### config.mk
export PLATFORM = sky130hd
export DESIGN_NAME = multicycle_control
export DESIGN_NICKNAME = d
export VERILOG_FILES = /design/src/rtl/mips_ctrl_pkg.sv /design/src/rtl/multicycle_control.sv
export SDC_FILE = /design/constraint.sdc
export NUM_CORES = 1
export LEC_CHECK = 0
export BUFFER_PORTS_ARGS = -buffer_cell sky130_fd_sc_hd__buf_2
export CORE_UTILIZATION = 46
export DETAILED_ROUTE_END_ITERATION = 10
export HOLD_SLACK_MARGIN = 0.03
export PLACE_DENSITY = 0.76
export SYNTH_ARGS = -nofsm -noshare
export SYNTH_HDL_FRONTEND = slang
export SYNTH_SLANG_ARGS = --single-unit
### constraint.sdc
create_clock -name CLK -period 2.1 [get_ports CLK]
set_input_delay 0.42 -clock CLK [delete_from_list [all_inputs] [get_ports CLK]]
set_output_delay 0.42 -clock CLK [all_outputs]
set_load 0.005 [all_outputs]
### src/rtl/mips_ctrl_pkg.sv
// Shared definitions for the multicycle MIPS control path: opcodes,
// ALUop encodings (also consumed by ALUControl) and the FSM state encoding.
package mips_ctrl_pkg;

    localparam logic [5:0] OP_RTYPE = 6'b000000;
    localparam logic [5:0] OP_J     = 6'b000010;
    localparam logic [5:0] OP_BEQ   = 6'b000100;
    localparam logic [5:0] OP_ADDI  = 6'b001000;
    localparam logic [5:0] OP_ADDIU = 6'b001001;
    localparam logic [5:0] OP_SLTI  = 6'b001010;
    localparam logic [5:0] OP_ANDI  = 6'b001100;
    localparam logic [5:0] OP_ORI   = 6'b001101;
    localparam logic [5:0] OP_LW    = 6'b100011;
    localparam logic [5:0] OP_SW    = 6'b101011;

    typedef enum logic [3:0] {
        ALU_ADD  = 4'd0,
        ALU_SUB  = 4'd1,
        ALU_AND  = 4'd2,
        ALU_OR   = 4'd3,
        ALU_SLT  = 4'd4,
        ALU_FUNC = 4'd5
    } aluop_t;

    typedef enum logic [3:0] {
        S_FETCH   = 4'd0,
        S_DECODE  = 4'd1,
        S_MEMADR  = 4'd2,
        S_MEMRD   = 4'd3,
        S_MEMWB   = 4'd4,
        S_MEMWR   = 4'd5,
        S_EXEC    = 4'd6,
        S_RWB     = 4'd7,
        S_BRANCH  = 4'd8,
        S_JUMP    = 4'd9,
        S_IMMEXEC = 4'd10,
        S_IMMWB   = 4'd11
    } state_t;

    function automatic logic is_imm_op(input logic [5:0] op);
        return (op == OP_ADDI) || (op == OP_ADDIU) || (op == OP_ANDI) ||
               (op == OP_ORI)  || (op == OP_SLTI);
    endfunction

endpackage

### src/rtl/multicycle_control.sv
// Moore control FSM sequencing the multicycle MIPS datapath. Outputs are
// decoded from the current state; only the memory-completion enables use MemReady.
import mips_ctrl_pkg::*;

module multicycle_control #(
    parameter state_t RESET_STATE = S_FETCH
) (
    input  logic       CLK,
    input  logic       Reset,
    input  logic [5:0] Opcode,
    input  logic       MemReady,
    output logic       PCWrite,
    output logic       PCWriteCond,
    output logic [1:0] PCSource,
    output logic       IorD,
    output logic       MemRead,
    output logic       MemWrite,
    output logic       IRWrite,
    output logic       ALUSrcA,
    output logic [1:0] ALUSrcB,
    output logic [3:0] ALUop,
    output logic       SignExtend,
    output logic       RegDst,
    output logic       MemToReg,
    output logic       RegWrite,
    output logic       InstrDone,
    output logic       IllegalOp,
    output logic [3:0] State
);

    state_t state;
    state_t next_state;

    always_ff @(posedge CLK) begin
        if (Reset) state <= RESET_STATE;
        else       state <= next_state;
    end

    always_comb begin
        next_state = S_FETCH;
        case (state)
            S_FETCH:   next_state = MemReady ? S_DECODE : S_FETCH;
            S_DECODE: begin
                if ((Opcode == OP_LW) || (Opcode == OP_SW)) next_state = S_MEMADR;
                else if (Opcode == OP_RTYPE)                next_state = S_EXEC;
                else if (Opcode == OP_BEQ)                  next_state = S_BRANCH;
                else if (Opcode == OP_J)                    next_state = S_JUMP;
                else if (is_imm_op(Opcode))                 next_state = S_IMMEXEC;
                else                                        next_state = S_FETCH;
            end
            S_MEMADR:  next_state = (Opcode == OP_SW) ? S_MEMWR : S_MEMRD;
            S_MEMRD:   next_state = MemReady ? S_MEMWB : S_MEMRD;
            S_MEMWB:   next_state = S_FETCH;
            S_MEMWR:   next_state = MemReady ? S_FETCH : S_MEMWR;
            S_EXEC:    next_state = S_RWB;
            S_RWB:     next_state = S_FETCH;
            S_BRANCH:  next_state = S_FETCH;
            S_JUMP:    next_state = S_FETCH;
            S_IMMEXEC: next_state = S_IMMWB;
            S_IMMWB:   next_state = S_FETCH;
            default:   next_state = S_FETCH;
        endcase
    end

    // Reset masks every output combinationally so an abandoned instruction
    // cannot issue a write on the reset cycle itself.
    always_comb begin
        PCWrite     = 1'b0;
        PCWriteCond = 1'b0;
        PCSource    = 2'b00;
        IorD        = 1'b0;
        MemRead     = 1'b0;
        MemWrite    = 1'b0;
        IRWrite     = 1'b0;
        ALUSrcA     = 1'b0;
        ALUSrcB     = 2'b00;
        ALUop       = ALU_ADD;
        SignExtend  = 1'b0;
        RegDst      = 1'b0;
        MemToReg    = 1'b0;
        RegWrite    = 1'b0;
        InstrDone   = 1'b0;
        IllegalOp   = 1'b0;
        State       = Reset ? RESET_STATE : state;
        if (!Reset) begin
            case (state)
                S_FETCH: begin
                    MemRead = 1'b1;
                    ALUSrcB = 2'b01;
                    IRWrite = MemReady;
                    PCWrite = MemReady;
                end
                S_DECODE: begin
                    ALUSrcB    = 2'b11;
                    SignExtend = 1'b1;
                    IllegalOp  = !((Opcode == OP_LW) || (Opcode == OP_SW) ||
                                   (Opcode == OP_RTYPE) || (Opcode == OP_BEQ) ||
                                   (Opcode == OP_J) || is_imm_op(Opcode));
                end
                S_MEMADR: begin
                    ALUSrcA    = 1'b1;
                    ALUSrcB    = 2'b10;
                    SignExtend = 1'b1;
                end
                S_MEMRD: begin
                    MemRead = 1'b1;
                    IorD    = 1'b1;
                end
                S_MEMWB: begin
                    RegWrite  = 1'b1;
                    MemToReg  = 1'b1;
                    InstrDone = 1'b1;
                end
                S_MEMWR: begin
                    MemWrite  = 1'b1;
                    IorD      = 1'b1;
                    InstrDone = MemReady;
                end
                S_EXEC: begin
                    ALUSrcA = 1'b1;
                    ALUop   = ALU_FUNC;
                end
                S_RWB: begin
                    RegWrite  = 1'b1;
                    RegDst    = 1'b1;
                    InstrDone = 1'b1;
                end
                S_BRANCH: begin
                    ALUSrcA     = 1'b1;
                    ALUop       = ALU_SUB;
                    PCWriteCond = 1'b1;
                    PCSource    = 2'b01;
                    InstrDone   = 1'b1;
                end
                S_JUMP: begin
                    PCWrite   = 1'b1;
                    PCSource  = 2'b10;
                    InstrDone = 1'b1;
                end
                S_IMMEXEC: begin
                    ALUSrcA    = 1'b1;
                    ALUSrcB    = 2'b10;
                    SignExtend = !((Opcode == OP_ANDI) || (Opcode == OP_ORI));
                    if (Opcode == OP_ANDI)      ALUop = ALU_AND;
                    else if (Opcode == OP_ORI)  ALUop = ALU_OR;
                    else if (Opcode == OP_SLTI) ALUop = ALU_SLT;
                    else                        ALUop = ALU_ADD;
                end
                S_IMMWB: begin
                    RegWrite  = 1'b1;
                    InstrDone = 1'b1;
                end
                default: ;
            endcase
        end
    end

endmodule

==> flow_metrics.py <==
metrics = {
    "run_status": {
        "run_status": "complete, but fails checks",
        "violations": "negative setup slack",
    },
    "timing": {
        "setup_ws_ns": -0.1082,
        "period_share_pct": 105.2,
        "finalClockSkew_ns": 0.006194,
        "timing.final.crit_period_ns": 2.208,
        "grt_setup_unrepaired": "true",
        "clock.fmax_mhz": 452.9,
        "timing.final.max_slew_violations": 0,
        "setup_failing_eps_final": 3,
        "hold_slack_ns": 0.6278,
        "report.final.hold_viol_count": 0,
    },
    "cts": {
        "clock_latency_on_the_worst_skew_pair_ns": 0.24,
        "numCtsBuffers": 3,
        "cts.sinks": 4,
        "clock_tree_from_tritoncts": "yes",
        "maximum_clock_insertion_buffer_count": 2,
        "cts.htree.levels": 1,
        "cts_root_buf": "sky130_fd_sc_hd__clkbuf_4",
        "clkTransAtPathRegs_ns": 0.04,
    },
    "worst_setup_path": {
        "critical-path-top-delay-family": "simple AND/OR/NAND/NOR gates",
        "worst_ep_required_time_ns": 1.68,
        "worst_ep_arrival_time_ns": 1.79,
        "critical_path.startpoint_type": "input pin",
        "worst_path_most_repeated_cell": "sky130_fd_sc_hd__or3b_4",
        "path_buf_inv": 2,
        "reg2reg_setup_slack_ns": 0.44,
        "setup.worst_path.end_class": "output pin",
        "worstPathMaxFanout": 3,
        "worst_path_largest_cell_delay_ns": 0.40,
        "critical-path-slowest-cell": "sky130_fd_sc_hd__or3b_4",
        "worstSetupPathDepth": 6,
        "worst-r2r-cell-count": 5,
        "critical_path.cell_chain": "buf_6 > or3b_4 > or3b_4 > o31a_1 > nor3_2 > buf_2",
        "critical_path_class": "input pin to output pin",
    },
    "min_path": {
        "hold_path_cell_cnt": 3,
        "min_path_type": "input pin to flop",
    },
    "finish": {
        "synthToLayoutAreaGrowth_pct": 28.17,
        "n_antenna_cell": 0,
        "register_area_sq_um": 81.33,
        "multiInputGateArea_sq_um": 568.0,
        "largest_register_ff_count": 4,
        "top_register": "state",
        "layout.nets": 156,
        "biggestRegsByFlops": "state: 4 flops",
        "fill_cells": 138,
        "drive_gt1_share_pct": 37.24,
        "layoutNonFillerInstCount": 161,
    },
    "yosys": {
        "synthTopCellsByCount": "13 x sky130_fd_sc_hd__nor2_1, 11 x sky130_fd_sc_hd__a21oi_1, 8 x sky130_fd_sc_hd__nor3_1",
        "synth_edf_count": 0,
        "ys.warnings.count": 0,
        "synth_nets": 120,
        "ys_seq_elements": 4,
        "cell_with_the_most_instances_after_synthesis": "sky130_fd_sc_hd__nor2_1",
        "async_reset_ff_share_pct": 0,
        "synth_fa_ha_area_share_pct": 0,
        "synthMuxAreaShare_pct": 0,
        "synthDominantAreaCellType": "sky130_fd_sc_hd__dfxtp_1",
        "synth-seq-area-share_pct": 10.67,
        "synth_xor_area_share_pct": 2.333,
        "syn-mean-instance-area_sq_um": 6.763,
        "netlist_area_sq_um": 750.7,
        "primary_ff_master_synth": "sky130_fd_sc_hd__dfxtp_1",
        "synth_top_area_share_pct": 10.67,
        "syn_inst": 111,
        "synth_top_family_by_area": "simple AND/OR/NAND/NOR gates",
        "netlist-cell-type-count": 40,
        "synth_compound_area_share_pct": 22.83,
        "synth.area.top_cells": "sky130_fd_sc_hd__dfxtp_1 11%, sky130_fd_sc_hd__a21oi_1 7.3%, sky130_fd_sc_hd__nor2_1 6.5%",
        "yosys.area_share.simple_pct": 48.33,
    },
    "global_route": {
        "gr-usage-met3_pct": 4.741,
        "antenna_found_initial": 0,
        "grt_max_degree": 24,
        "gr-total-overflow": 0,
        "globalRouteMet1Util_pct": 32.12,
        "grt_pass1_vias": 863,
        "grt.total_usage_pct": 25.51,
        "grt-busiest-layer": "met2",
        "grt_util_met2_pct": 44.00,
        "grt_pass1_wl_mm": 3.670,
    },
    "power": {
        "power.density_nw_per_um2": 312.5,
        "power_mw": 0.3006,
        "sw_frac_of_total_pct": 33.62,
        "sequential_fraction_of_design_power_pct": 27.2,
        "clock_power_share_pct": 31.4,
        "pwr-share-comb_pct": 41.5,
        "net-switching-power_mw": 0.1011,
        "worst_ir_drop_vdd_mv": 0.2554,
        "power_leakage_nw": 0.4495,
        "power_report.internal_total_mw": 0.1996,
    },
    "floorplan": {
        "fp-row-count": 14,
        "floorplan.die.height_um": 42.40,
        "start_util_pct": 49.26,
        "die_x_um": 42.40,
        "core_area_sq_um": 1524,
        "die_ar_sq_um": 1798,
        "boundaryPins": 34,
    },
    "detailed_routing": {
        "route.detailed.vias_per_inst": 6.000,
        "final_antenna_net_count": 0,
        "detailedRoute.firstPassIterationCount": 4,
        "routed_wirelength_mm": 2.181,
        "drc": 0,
        "routed_wire_length_per_instance_um": 13.55,
        "route.vias.total": 966,
        "drt_iter0_markers": 34,
    },
    "placed_design": {
        "post-place-cells": 157,
        "place_congestion": 0.9952,
        "buffer_ports.inserted": 32,
        "detailedPlace.worstSlack_ns": -0.1245,
        "place_hpwl_mm": 1.554,
    },
    "flow_run": {
        "max_cap_viol_count": 0,
    },
}
-- what timing repair did --
action	in CTS	in global routing
setup endpoints to repair	2	6
hold buffers	0	0
resized for setup	2	4
gates cloned	0	0
buffers inserted	0	1
-- through the flow --
step           area, sq um  setup TNS (ns)  utilization, %
5_1_grt              962.2         -0.3669           63.14
2_1_floorplan        750.7               0               -
6_report             962.2         -0.2753           63.14
4_1_cts              937.1         -0.1487           61.49
3_3_place_gp         905.9        -0.09425           59.44
3_5_place_dp         905.9         -0.1947           59.44
-- cells in the final DEF, fill, tap and decap left out, drive strengths merged, types with 2 or more instances in the layout --
cell and count:
nand3 4, nand2b 7, nor3 9, nand2 3, and3 2, nor3b 2, dfxtp 4, nor4 8
or3b 3, buf 43, clkbuf 3, inv 4, nor4b 2, xnor2 2, a21oi 11, nor2 13
nor2b 4, o21ai 4
-- area by class of cell --
type,instances,share of cell area (%)
flip-flops and latches,4,8.453
multi-input cells,91,59.04
well taps,16,2.081
inverters,4,1.560
clock buffers,3,2.341
repair buffers,43,26.53
-- metal layers --
metal | up-vias | part of all wire, % | wire, um
li1 | 474 | - | -
met1 | 435 | 42 | 909
met2 | 53 | 49 | 1075
met3 | 4 | 7.5 | 164
met4 | 0 | 1.5 | 32
met5 | - | 0 | 0
-- final timing paths --
path,start,end
setup / recovery,Opcode[1],ALUop[0]
hold / removal,Opcode[4],state[1]
setup reg to reg,state[2],state[2]
hold reg to reg,state[3],state[3]
-- power by group through the flow --
stage                     Clock [mW]  Sequential [mW]  Combinational, mW
final                         0.0943           0.0816              0.125
after global routing           0.106           0.0818              0.139
after CTS                     0.0989           0.0814              0.120
after detailed placement           0           0.0826              0.117
after global placement             0           0.0825              0.115
after floorplan                    0           0.0816             0.0769
-- tightest hold or removal path, delay by kind of cell --
family,cells,cell delay (ns)
buf+inv,1,0.15
compound gates,2,0.25
-- cells by family (layout without fill, tap and decap cells) --
family / count (synthesis) / after routing
XOR/XNOR: 2 / 2
flip-flops: 4 / 4
AO/OA/AOI/OAI: 27 / 27
AND/OR/NAND/NOR: 61 / 61
other: 1 / 1
buffers and inverters: 16 / 50
Power figures use the tool's default switching activity.
